## config.mk

```make
export PLATFORM = sky130hd
export DESIGN_NAME = mult_datapath_flat
export DESIGN_NICKNAME = d
export VERILOG_FILES = /design/src/rtl/mult_pkg.sv /design/src/rtl/mult_datapath_if.sv /design/src/rtl/mult_datapath_adder9.sv /design/src/rtl/mult_datapath.sv /design/src/flat_wrapper.sv
export SDC_FILE = /design/constraint.sdc
export NUM_CORES = 1
export LEC_CHECK = 0
export ABC_AREA = 1
export BUFFER_PORTS_ARGS = -buffer_cell sky130_fd_sc_hd__clkbuf_2
export CORE_MARGIN = 1.5
export CORE_UTILIZATION = 40
export CTS_CLUSTER_SIZE = 8
export DETAILED_ROUTE_END_ITERATION = 8
export GPL_ROUTABILITY_DRIVEN = 1
export MAX_ROUTING_LAYER = met4
export PLACE_DENSITY = 0.67
export SYNTH_ARGS = -nofsm -noshare
export SYNTH_HDL_FRONTEND = slang
export SYNTH_SLANG_ARGS = --single-unit
```

## constraint.sdc

```tcl
create_clock -name Clk -period 4.8 [get_ports Clk]
set_input_delay 1.44 -clock Clk [delete_from_list [all_inputs] [get_ports Clk]]
set_output_delay 1.44 -clock Clk [all_outputs]
set_load 0.03 [all_outputs]
```

## src/rtl/mult_pkg.sv

```systemverilog
// Shared types and width constant for the signed add-shift multiplier.
package mult_pkg;
    localparam int WIDTH = 8;
    typedef logic [WIDTH-1:0] operand_t;
    typedef logic [WIDTH:0]   ext_t;
endpackage

```

## src/rtl/mult_datapath_if.sv

```systemverilog
// Strobe and result bundle between the multiplier control unit and datapath.
interface mult_datapath_if #(
    parameter int WIDTH = 8
);
    logic [WIDTH-1:0]   S;
    logic               Clr_Ld;
    logic               ClearA;
    logic               Add;
    logic               Sub;
    logic               Shift;
    logic [WIDTH-1:0]   Bin;
    logic [WIDTH-1:0]   Aval;
    logic               X;
    logic [2*WIDTH-1:0] Product;
    logic               Err;

    modport master (
        output S, Clr_Ld, ClearA, Add, Sub, Shift,
        input  Bin, Aval, X, Product, Err
    );

    modport slave (
        input  S, Clr_Ld, ClearA, Add, Sub, Shift,
        output Bin, Aval, X, Product, Err
    );
endinterface

```

## src/rtl/mult_datapath_adder9.sv

```systemverilog
// Sign-extending ripple adder/subtractor, WIDTH+1 bits, carry out dropped.
module adder9 #(
    parameter int WIDTH = 8
) (
    input  logic [WIDTH-1:0] a,
    input  logic [WIDTH-1:0] s,
    input  logic             sub,
    output logic [WIDTH:0]   sum
);
    logic [WIDTH:0] a_x;
    logic [WIDTH:0] b_x;
    logic           carry;

    always_comb begin
        a_x   = {a[WIDTH-1], a};
        b_x   = {s[WIDTH-1], s} ^ {(WIDTH+1){sub}};
        carry = sub;
        sum   = '0;
        for (int i = 0; i <= WIDTH; i++) begin
            sum[i] = a_x[i] ^ b_x[i] ^ carry;
            carry  = (a_x[i] & b_x[i]) | (carry & (a_x[i] ^ b_x[i]));
        end
    end
endmodule

```

## src/rtl/mult_datapath.sv

```systemverilog
// A/B/X register datapath of the 8-bit signed add-shift multiplier.
module mult_datapath
    import mult_pkg::*;
#(
    parameter int WIDTH = mult_pkg::WIDTH
) (
    input  logic             Clk,
    input  logic             Reset_n,
    mult_datapath_if.slave   dp
);
    logic [WIDTH-1:0] a_q;
    logic [WIDTH-1:0] b_q;
    logic             x_q;
    logic             err_q;
    logic [WIDTH:0]   sum;
    logic             arith;
    logic             do_shift;
    logic             illegal;

    adder9 #(.WIDTH(WIDTH)) u_adder (
        .a   (a_q),
        .s   (dp.S),
        .sub (dp.Sub),
        .sum (sum)
    );

    assign arith    = dp.Add | dp.Sub;
    assign do_shift = dp.Shift & ~arith;
    assign illegal  = (dp.Add & dp.Sub) | (dp.Add & dp.Shift)
                    | (dp.Sub & dp.Shift) | (arith & dp.ClearA);

    always_ff @(posedge Clk or negedge Reset_n) begin
        if (!Reset_n) begin
            a_q   <= '0;
            b_q   <= '0;
            x_q   <= 1'b0;
            err_q <= 1'b0;
        end else begin
            if (dp.Clr_Ld)
                b_q <= dp.S;
            else if (do_shift)
                b_q <= {a_q[0], b_q[WIDTH-1:1]};

            if (dp.ClearA) begin
                a_q <= '0;
                x_q <= 1'b0;
            end else if (arith) begin
                {x_q, a_q} <= sum;
            end else if (do_shift) begin
                a_q <= {x_q, a_q[WIDTH-1:1]};
            end

            // A new illegal combination outranks the clear from ClearA.
            if (illegal)
                err_q <= 1'b1;
            else if (dp.ClearA)
                err_q <= 1'b0;
        end
    end

    assign dp.Bin     = b_q;
    assign dp.Aval    = a_q;
    assign dp.X       = x_q;
    assign dp.Product = {a_q, b_q};
    assign dp.Err     = err_q;
endmodule

```

## src/flat_wrapper.sv

```systemverilog
// flat-port wrapper written by rule: the top's interface ports become plain ports
module mult_datapath_flat import mult_pkg::*;
#(
    parameter int WIDTH = mult_pkg::WIDTH
)
  (Clk, Reset_n, dp_S, dp_Clr_Ld, dp_ClearA, dp_Add, dp_Sub, dp_Shift, dp_Bin, dp_Aval, dp_X, dp_Product, dp_Err);
  mult_datapath_if #(.WIDTH(WIDTH)) dp_i ();
  input  logic Clk;
  input  logic Reset_n;
  input wire logic [$bits(dp_i.S)-1:0] dp_S;
  input wire logic [$bits(dp_i.Clr_Ld)-1:0] dp_Clr_Ld;
  input wire logic [$bits(dp_i.ClearA)-1:0] dp_ClearA;
  input wire logic [$bits(dp_i.Add)-1:0] dp_Add;
  input wire logic [$bits(dp_i.Sub)-1:0] dp_Sub;
  input wire logic [$bits(dp_i.Shift)-1:0] dp_Shift;
  output wire logic [$bits(dp_i.Bin)-1:0] dp_Bin;
  output wire logic [$bits(dp_i.Aval)-1:0] dp_Aval;
  output wire logic [$bits(dp_i.X)-1:0] dp_X;
  output wire logic [$bits(dp_i.Product)-1:0] dp_Product;
  output wire logic [$bits(dp_i.Err)-1:0] dp_Err;
  assign dp_i.S = dp_S;
  assign dp_i.Clr_Ld = dp_Clr_Ld;
  assign dp_i.ClearA = dp_ClearA;
  assign dp_i.Add = dp_Add;
  assign dp_i.Sub = dp_Sub;
  assign dp_i.Shift = dp_Shift;
  assign dp_Bin = dp_i.Bin;
  assign dp_Aval = dp_i.Aval;
  assign dp_X = dp_i.X;
  assign dp_Product = dp_i.Product;
  assign dp_Err = dp_i.Err;
  mult_datapath #(.WIDTH(WIDTH)) u_core (.Clk(Clk), .Reset_n(Reset_n), .dp(dp_i));
endmodule
```

**Word-level counts from Yosys, hierarchy flattened**

Cells that the tools add are included.

- Bits in registers: 18
- Bits of input ports: 15
- Output and inout bits: 34
- Word-level logic and storage cells: 70

- Mux-type cells: 9
- Bitwise gates (word level): 53
- Reductions and logical operators: 4

Operators by type and width:

| kind | count |
|---|---|
| $mux 8 | 5 |
| $and 1x1->1 | 21 |
| $xor 1x1->1 | 18 |
| $or 1x1->1 | 12 |
| $xor 9x9->9 | 1 |
| $reduce_bool 2->1 | 3 |
| $mux 1 | 4 |
| $reduce_bool 3->1 | 1 |
| $not 1->1 | 1 |

**Longest topological paths before layout**

- Depth in word-level cells: 21
- Depth in mapped cells: 17
- Gate-level depth less buffers: 17

**By module**

From an unflattened synthesis, not the netlist that was laid out.

- Cell total of the unflattened synthesis: 201
- Area total of the unflattened synthesis: 1461.4 um^2

By module, submodules not included:

| module | times used | cells each | area an instance (um^2) | sequential area each (um^2) |
|---|---|---|---|---|
| mult_datapath | 1 | 151 | 1099.8 | 450.4 |
| adder9 | 1 | 50 | 361.6 | 0.0 |

**Least setup slack after synthesis**

No wires, ideal clock.

- Kind: in2reg
- Start: input port dp_Sub
- End: register u_core.a_q[7] (netlist: u_core.dp.Aval[7])
- Library setup time: 118 ps
- Arrival: 4291 ps
- Data required time: 4682 ps
- Setup slack: 391 ps
- Stages on the path: 16
- Path buffers: 1
- Cells stage by stage: buf_6 -> xnor2_1 -> fa_1 -> fa_1 -> fa_1 -> inv_1 -> fa_1 -> inv_1 -> fa_1 -> inv_1 -> fa_1 -> fa_1 -> nand2_1 -> nand2_1 -> nand2_1 -> nand2_1

- Word-level cells in the longest chain between the ends: 19
- Elaborated cells between the ends (all ways): 37
- Classes of those cells: 2 x mux; 34 x bitwise; 1 x reduce/logical

RTL lines:

| what | RTL line | text |
|---|---|---|
| from (decl) | flat_wrapper.sv:14 | `input wire logic [$bits(dp_i.Sub)-1:0] dp_Sub;` |
| $xor 9x9->9 | mult_datapath_adder9.sv:16 | `b_x = {s[WIDTH-1], s} ^ {(WIDTH+1){sub}};` |
| $xor 1x1->1 | mult_datapath_adder9.sv:21 | `carry = (a_x[i] & b_x[i]) \| (carry & (a_x[i] ^ b_x[i]));` |
| $and 1x1->1 | mult_datapath_adder9.sv:21 |  |
| $or 1x1->1 | mult_datapath_adder9.sv:21 |  |
| $and 1x1->1 | mult_datapath_adder9.sv:21 |  |
| $or 1x1->1 | mult_datapath_adder9.sv:21 |  |
| $and 1x1->1 | mult_datapath_adder9.sv:21 |  |
| $or 1x1->1 | mult_datapath_adder9.sv:21 |  |
| [... 3 more ...] | n/a |  |
| $or 1x1->1 | mult_datapath_adder9.sv:21 |  |
| $and 1x1->1 | mult_datapath_adder9.sv:21 |  |
| $or 1x1->1 | mult_datapath_adder9.sv:21 |  |
| $and 1x1->1 | mult_datapath_adder9.sv:21 |  |
| $or 1x1->1 | mult_datapath_adder9.sv:21 |  |
| $xor 1x1->1 | mult_datapath_adder9.sv:20 | `sum[i] = a_x[i] ^ b_x[i] ^ carry;` |
| $mux 8 | mult_datapath.sv:47 | `end else if (arith) begin` |
| $mux 8 | mult_datapath.sv:44 | `if (dp.ClearA) begin` |
| to (signal assigned) | mult_datapath.sv:48 | `{x_q, a_q} <= sum;` |
| to (signal assigned) | mult_datapath.sv:50 | `a_q <= {x_q, a_q[WIDTH-1:1]};` |
| to (decl) | mult_datapath.sv:11 | `logic [WIDTH-1:0] a_q;` |

Several ways; a longest one is shown, not always the timed one.
A chain may end at the register's enable or synchronous reset.

**Final worst setup path**

- Start: input port dp_S[0]
- End: register u_core.a_q[7] (netlist: u_core.dp.Aval[7])

- Word-level cells in the longest chain between the ends: 19
- Elaborated cells between the ends (all ways): 20
- Classes of those cells: 2 x mux; 18 x bitwise

RTL lines:

| what | RTL line | text |
|---|---|---|
| from (decl) | flat_wrapper.sv:10 | `input wire logic [$bits(dp_i.S)-1:0] dp_S;` |
| $xor 9x9->9 (*) | mult_datapath_adder9.sv:16 |  |
| $xor 1x1->1 | mult_datapath_adder9.sv:21 |  |
| $and 1x1->1 | mult_datapath_adder9.sv:21 |  |
| $or 1x1->1 (*) | mult_datapath_adder9.sv:21 |  |
| $and 1x1->1 (*) | mult_datapath_adder9.sv:21 |  |
| $or 1x1->1 (*) | mult_datapath_adder9.sv:21 |  |
| $and 1x1->1 (*) | mult_datapath_adder9.sv:21 |  |
| $or 1x1->1 (*) | mult_datapath_adder9.sv:21 |  |
| [... 3 more ...] | n/a |  |
| $or 1x1->1 (*) | mult_datapath_adder9.sv:21 |  |
| $and 1x1->1 (*) | mult_datapath_adder9.sv:21 |  |
| $or 1x1->1 (*) | mult_datapath_adder9.sv:21 |  |
| $and 1x1->1 (*) | mult_datapath_adder9.sv:21 |  |
| $or 1x1->1 (*) | mult_datapath_adder9.sv:21 |  |
| $xor 1x1->1 (*) | mult_datapath_adder9.sv:20 |  |
| $mux 8 (*) | mult_datapath.sv:47 |  |
| $mux 8 (*) | mult_datapath.sv:44 |  |

Mark *: on every way between the ends. The rest lies on a longest branch, timed or not.

==> results.md <==
Power:
- IR analysis of the VDD net gives a maximum drop of 0.000154 V.
- For this design the static power due to leakage is 0.825 nW.
- Of the total power, registers draw 0.357.
- The share of total power dissipated in combinational logic is 0.511.
- Of the total power, the clock network draws 0.132.
- The net switching power figure is 283 µW.
- The power per cell area is between 300 and 400 nW/µm².
- The fraction of power spent switching nets is 0.486.
- The internal portion of total power is 299 µW.

Clocking:
- The CTS tree is done.
- In this run the clock root is driven by a sky130_fd_sc_hd__clkbuf_4.
- The number of buffers inserted by post-CTS setup repair is 0.
- Buffers inserted during clock tree synthesis total 3.
- The clock transition at the register clock pins on the worst setup and hold paths after CTS is 0.11 ns.
- The hold buffer count at cts is 0.
- The number of gates resized after CTS was 0.
- For this design, the sink count on the clock tree is 18.
- The worst-skew pair later-pin latency is 0.30 ns.
- The longest clock path from root to sink contains 2 buffers.
- In this run the number of H-tree levels came out at 1.

Floorplanning:
- The floorplan has 20 rows.
- The I/O pin count is 49.
- The die span in x is 60.8 µm.
- The initial core utilization is 0.431.
- The chip height is about 61 µm.
- The area of the core is 3100 µm².
- The die covers 3700 µm².

Timing:
- The worst relative slew slack is 0.702.
- The final setup violation count is 0.
- The setup slack of the critical path after layout is 0.592 ns.
- For the final routed database, the setup TNS stands at 0 ns.
- The number of pins with negative max-slew slack in the final report is 0.
- The actual slew at the worst max-slew pin is ~0.45 ns.
- Of the available clock period, the critical path in the final layout requires 0.877.
- The highest clock frequency the design can meet is 238 MHz.
- The total count of hold-check failures in the final report is 0.
- On the final layout, the worst clock skew is between 0.01 and 0.015 ns.
- The worst path needs around 4.2 ns of the cycle, external delays included.
- Setup repair after global routing left no endpoint under its margin.

Finish:
- The core occupancy in the finished layout is 0.483.
- The footprint of the flip-flops and latches is roughly 450 µm².
- 0 antenna diodes ended up in the layout.
- At the end of the flow, the number of nets in the layout was between 200 and 250.
- The area growth from synthesis to layout is 12.1%.
- The area of the multi-input gates is roughly 640 µm².
- Of the cells placed in the final design, the portion with a size suffix greater than 1 is 0.316.
- Counting the fill cells in the layout gives 330.

Global routing:
- The number of antenna violations at the first check in global routing is 0.
- The first global-routing pass estimated 4.24 mm of wire.
- The aggregate global routing overflow is 0.
- Entering global routing, the biggest net connects 19 pins.
- The via count of the first global-routing pass was 952.
- The total routing resource utilization after global routing is 0.162.

Synthesis:
- After synthesis the netlist holds a flip-flop and latch count of 18.
- In the post-synthesis netlist, the biggest area contributors are sky130_fd_sc_hd__dfrtp_1 (34%), sky130_fd_sc_hd__nand2_1 (15%), sky130_fd_sc_hd__fa_1 (10%).
- The mean area per synthesized cell is 8.26 µm².
- sky130_fd_sc_hd__dfrtp_1 takes more of the synthesized area than any other cell.
- The total of warnings raised by yosys is 0.
- The portion of the post-synthesis area used by sequential elements is 0.337.
- The number of different library cells used by synthesis comes to 21.
- The number of nets handed over by synthesis was 184.
- The share of synthesized area in the top cell type comes to 0.337.
- In this run the cell area of the synthesized design comes to 1340 µm².
- The number of cells produced by synthesis is 162.

Run status:
- The flow ran to the end, and the final reports show no timing, DRC or antenna violations.

Worst setup path:
- In this run the worst path has a maximum fanout of 4.
- STA puts the critical path data arrival time at 4.41 ns.
- For the worst setup path, the data required time is 5.01 ns.
- STA classifies the critical path startpoint as an input port.
- The classification of the worst setup path is in -> reg.
- The kind of capture point of the worst setup path is a flop.

Placed design:
- The congestion estimate from routability-driven global placement came to 0.806.
- The quantity of I/O buffers inserted on ports is 48.
- The final HPWL from detailed placement is just under 2 mm.
- Timing analysis after detailed placement gives a worst setup slack of 0.268 ns.

Detailed routing:
- The detailed router placed between 1k and 1.5k vias in this run.
- In the routed layout, each cell is associated on average with a via count of about 4.3.
- The number of remaining DRC errors is 0.
- The DRC marker count from the first detailed-route iteration is 37.
- The total routed wirelength is 2.41 mm.
- After detailed routing, the average wire length per cell comes to ~10 µm.
- The number of detailed-route iterations in the first pass is 4.
- The residual antenna-violating net count after detailed routing is 0.

Min path:
- The class of the most critical hold timing path is reg -> reg.

Run:
- Across the run, the number of max-cap violations was 0.
## kinds of logic (layout without fill, tap and decap cells)
group / Yosys count / in the layout / share of synthesized area
buffers and inverters: 43 / 74 / 0.184
xor gates and xnor gates: 7 / 7 / 0.0458
DFF: 18 / 18 / 0.337
adders and majority gates: 7 / 7 / 0.105
and+or+nand+nor: 61 / 61 / 0.212
AOI/OAI and AO/OA: 26 / 26 / 0.116
## worst max-delay path, cell delays in order
cell and delay (ns):
sky130_fd_sc_hd__clkbuf_2 0.11, sky130_fd_sc_hd__nand2_1 0.08, sky130_fd_sc_hd__o21ai_0 0.12, sky130_fd_sc_hd__fa_1 0.41, sky130_fd_sc_hd__fa_1 0.39, sky130_fd_sc_hd__fa_1 0.36, sky130_fd_sc_hd__inv_1 0.08, sky130_fd_sc_hd__fa_1 0.15
sky130_fd_sc_hd__inv_1 0.05, sky130_fd_sc_hd__fa_1 0.35, sky130_fd_sc_hd__inv_1 0.07, sky130_fd_sc_hd__fa_1 0.17, sky130_fd_sc_hd__fa_1 0.40, sky130_fd_sc_hd__nand2_1 0.07, sky130_fd_sc_hd__nand2_1 0.04, sky130_fd_sc_hd__nand2_1 0.05
sky130_fd_sc_hd__nand2_1 0.05
## metrics by stage
step | instances | hold WS [ns] | cell area, µm² | power, mW
floorplan | 162 | 0.674 | 1340 | 0.466
global placement | 234 | 0.503 | 1480 | 0.511
detailed placement | 234 | 0.521 | 1480 | 0.513
CTS | 237 | 0.547 | 1500 | 0.593
global route | 237 | 0.589 | 1500 | 0.639
finish | 237 | 0.534 | 1500 | 0.582
## routing by layer
layer	vias to the layer above	GRT usage	part of all wire
met4	0	0.0466	0.014
met3	5	0.0256	0.052
met1	442	0.213	0.49
met5	-	-	0
met2	33	0.258	0.45
li1	545	-	-
## path summary, 6_finish.rpt
check	from	to	slack, ns	cells past startpoint
hold / removal	u_core.dp.Aval[1]$_DFFE_PN0P_	u_core.dp.Aval[1]$_DFFE_PN0P_	0.53	2
max in group asynchronous	Reset_n	u_core.dp.Bin[2]$_DFFE_PN0P_	3.42	1
setup reg to reg	u_core.dp.Aval[0]$_DFFE_PN0P_	u_core.dp.Aval[7]$_DFFE_PN0P_	1.36	17
min in group asynchronous	Reset_n	u_core.dp.Aval[6]$_DFFE_PN0P_	1.06	1
setup / recovery	dp_S[0]	u_core.dp.Aval[7]$_DFFE_PN0P_	0.59	17
hold reg to reg	u_core.dp.Aval[1]$_DFFE_PN0P_	u_core.dp.Aval[1]$_DFFE_PN0P_	0.53	2
## cells in the final DEF (no fill, tap or decap)
cell / netlist / routed
sky130_fd_sc_hd__nor2_8: 1 / 1
sky130_fd_sc_hd__a21oi_4: 1 / 1
sky130_fd_sc_hd__o221ai_1: 1 / 1
sky130_fd_sc_hd__fa_1: 7 / 7
sky130_fd_sc_hd__clkbuf_4: 0 / 3
sky130_fd_sc_hd__inv_1: 21 / 21
sky130_fd_sc_hd__o21ai_2: 2 / 2
sky130_fd_sc_hd__clkbuf_2: 0 / 48
sky130_fd_sc_hd__nand2_4: 3 / 3
sky130_fd_sc_hd__dfrtp_1: 18 / 18
sky130_fd_sc_hd__xnor2_1: 5 / 5
sky130_fd_sc_hd__nand3_1: 3 / 3
sky130_fd_sc_hd__nand2_1: 52 / 52
sky130_fd_sc_hd__buf_4: 16 / 1
sky130_fd_sc_hd__inv_2: 1 / 1
sky130_fd_sc_hd__o21ai_1: 5 / 5
sky130_fd_sc_hd__nor2_1: 1 / 1
sky130_fd_sc_hd__o21a_1: 1 / 1
sky130_fd_sc_hd__xor2_1: 2 / 2
sky130_fd_sc_hd__o21ai_0: 16 / 16
sky130_fd_sc_hd__nor3_4: 1 / 1
## layout make-up
| type | count | share of cell area |
|---|---|---|
| Clock buffer | 3 | 0.0150 |
| Inverter | 22 | 0.0551 |
| Multi-Input combinational cell | 101 | 0.427 |
| Sequential cell | 18 | 0.301 |
| Tap cell | 44 | 0.0367 |
| Timing Repair Buffer | 49 | 0.165 |
## power by group through the flow
stage	clock network (mW)	logic [mW]	registers, mW
floorplan	0	0.202	0.264
global placement	0	0.300	0.211
detailed placement	0	0.301	0.212
CTS	0.0820	0.302	0.209
global route	0.0852	0.338	0.216
finish	0.0769	0.298	0.208
## flip-flops by register name (all words and copies together) (netlist names)
name and cells:
u_core.dp.X 1, u_core.dp.Aval 8, u_core.dp.Bin 8, u_core.dp.Err 1
## Yosys cell counts
cell	count
sky130_fd_sc_hd__a21oi_4	1
sky130_fd_sc_hd__buf_2	2
sky130_fd_sc_hd__buf_4	16
sky130_fd_sc_hd__buf_6	3
sky130_fd_sc_hd__dfrtp_1	18
sky130_fd_sc_hd__fa_1	7
sky130_fd_sc_hd__inv_1	21
sky130_fd_sc_hd__inv_2	1
sky130_fd_sc_hd__nand2_1	52
sky130_fd_sc_hd__nand2_4	3
sky130_fd_sc_hd__nand3_1	3
sky130_fd_sc_hd__nor2_1	1
sky130_fd_sc_hd__nor2_8	1
sky130_fd_sc_hd__nor3_4	1
sky130_fd_sc_hd__o21a_1	1
sky130_fd_sc_hd__o21ai_0	16
sky130_fd_sc_hd__o21ai_1	5
sky130_fd_sc_hd__o21ai_2	2
sky130_fd_sc_hd__o221ai_1	1
sky130_fd_sc_hd__xnor2_1	5
sky130_fd_sc_hd__xor2_1	2
Power figures use the tool's default switching activity.
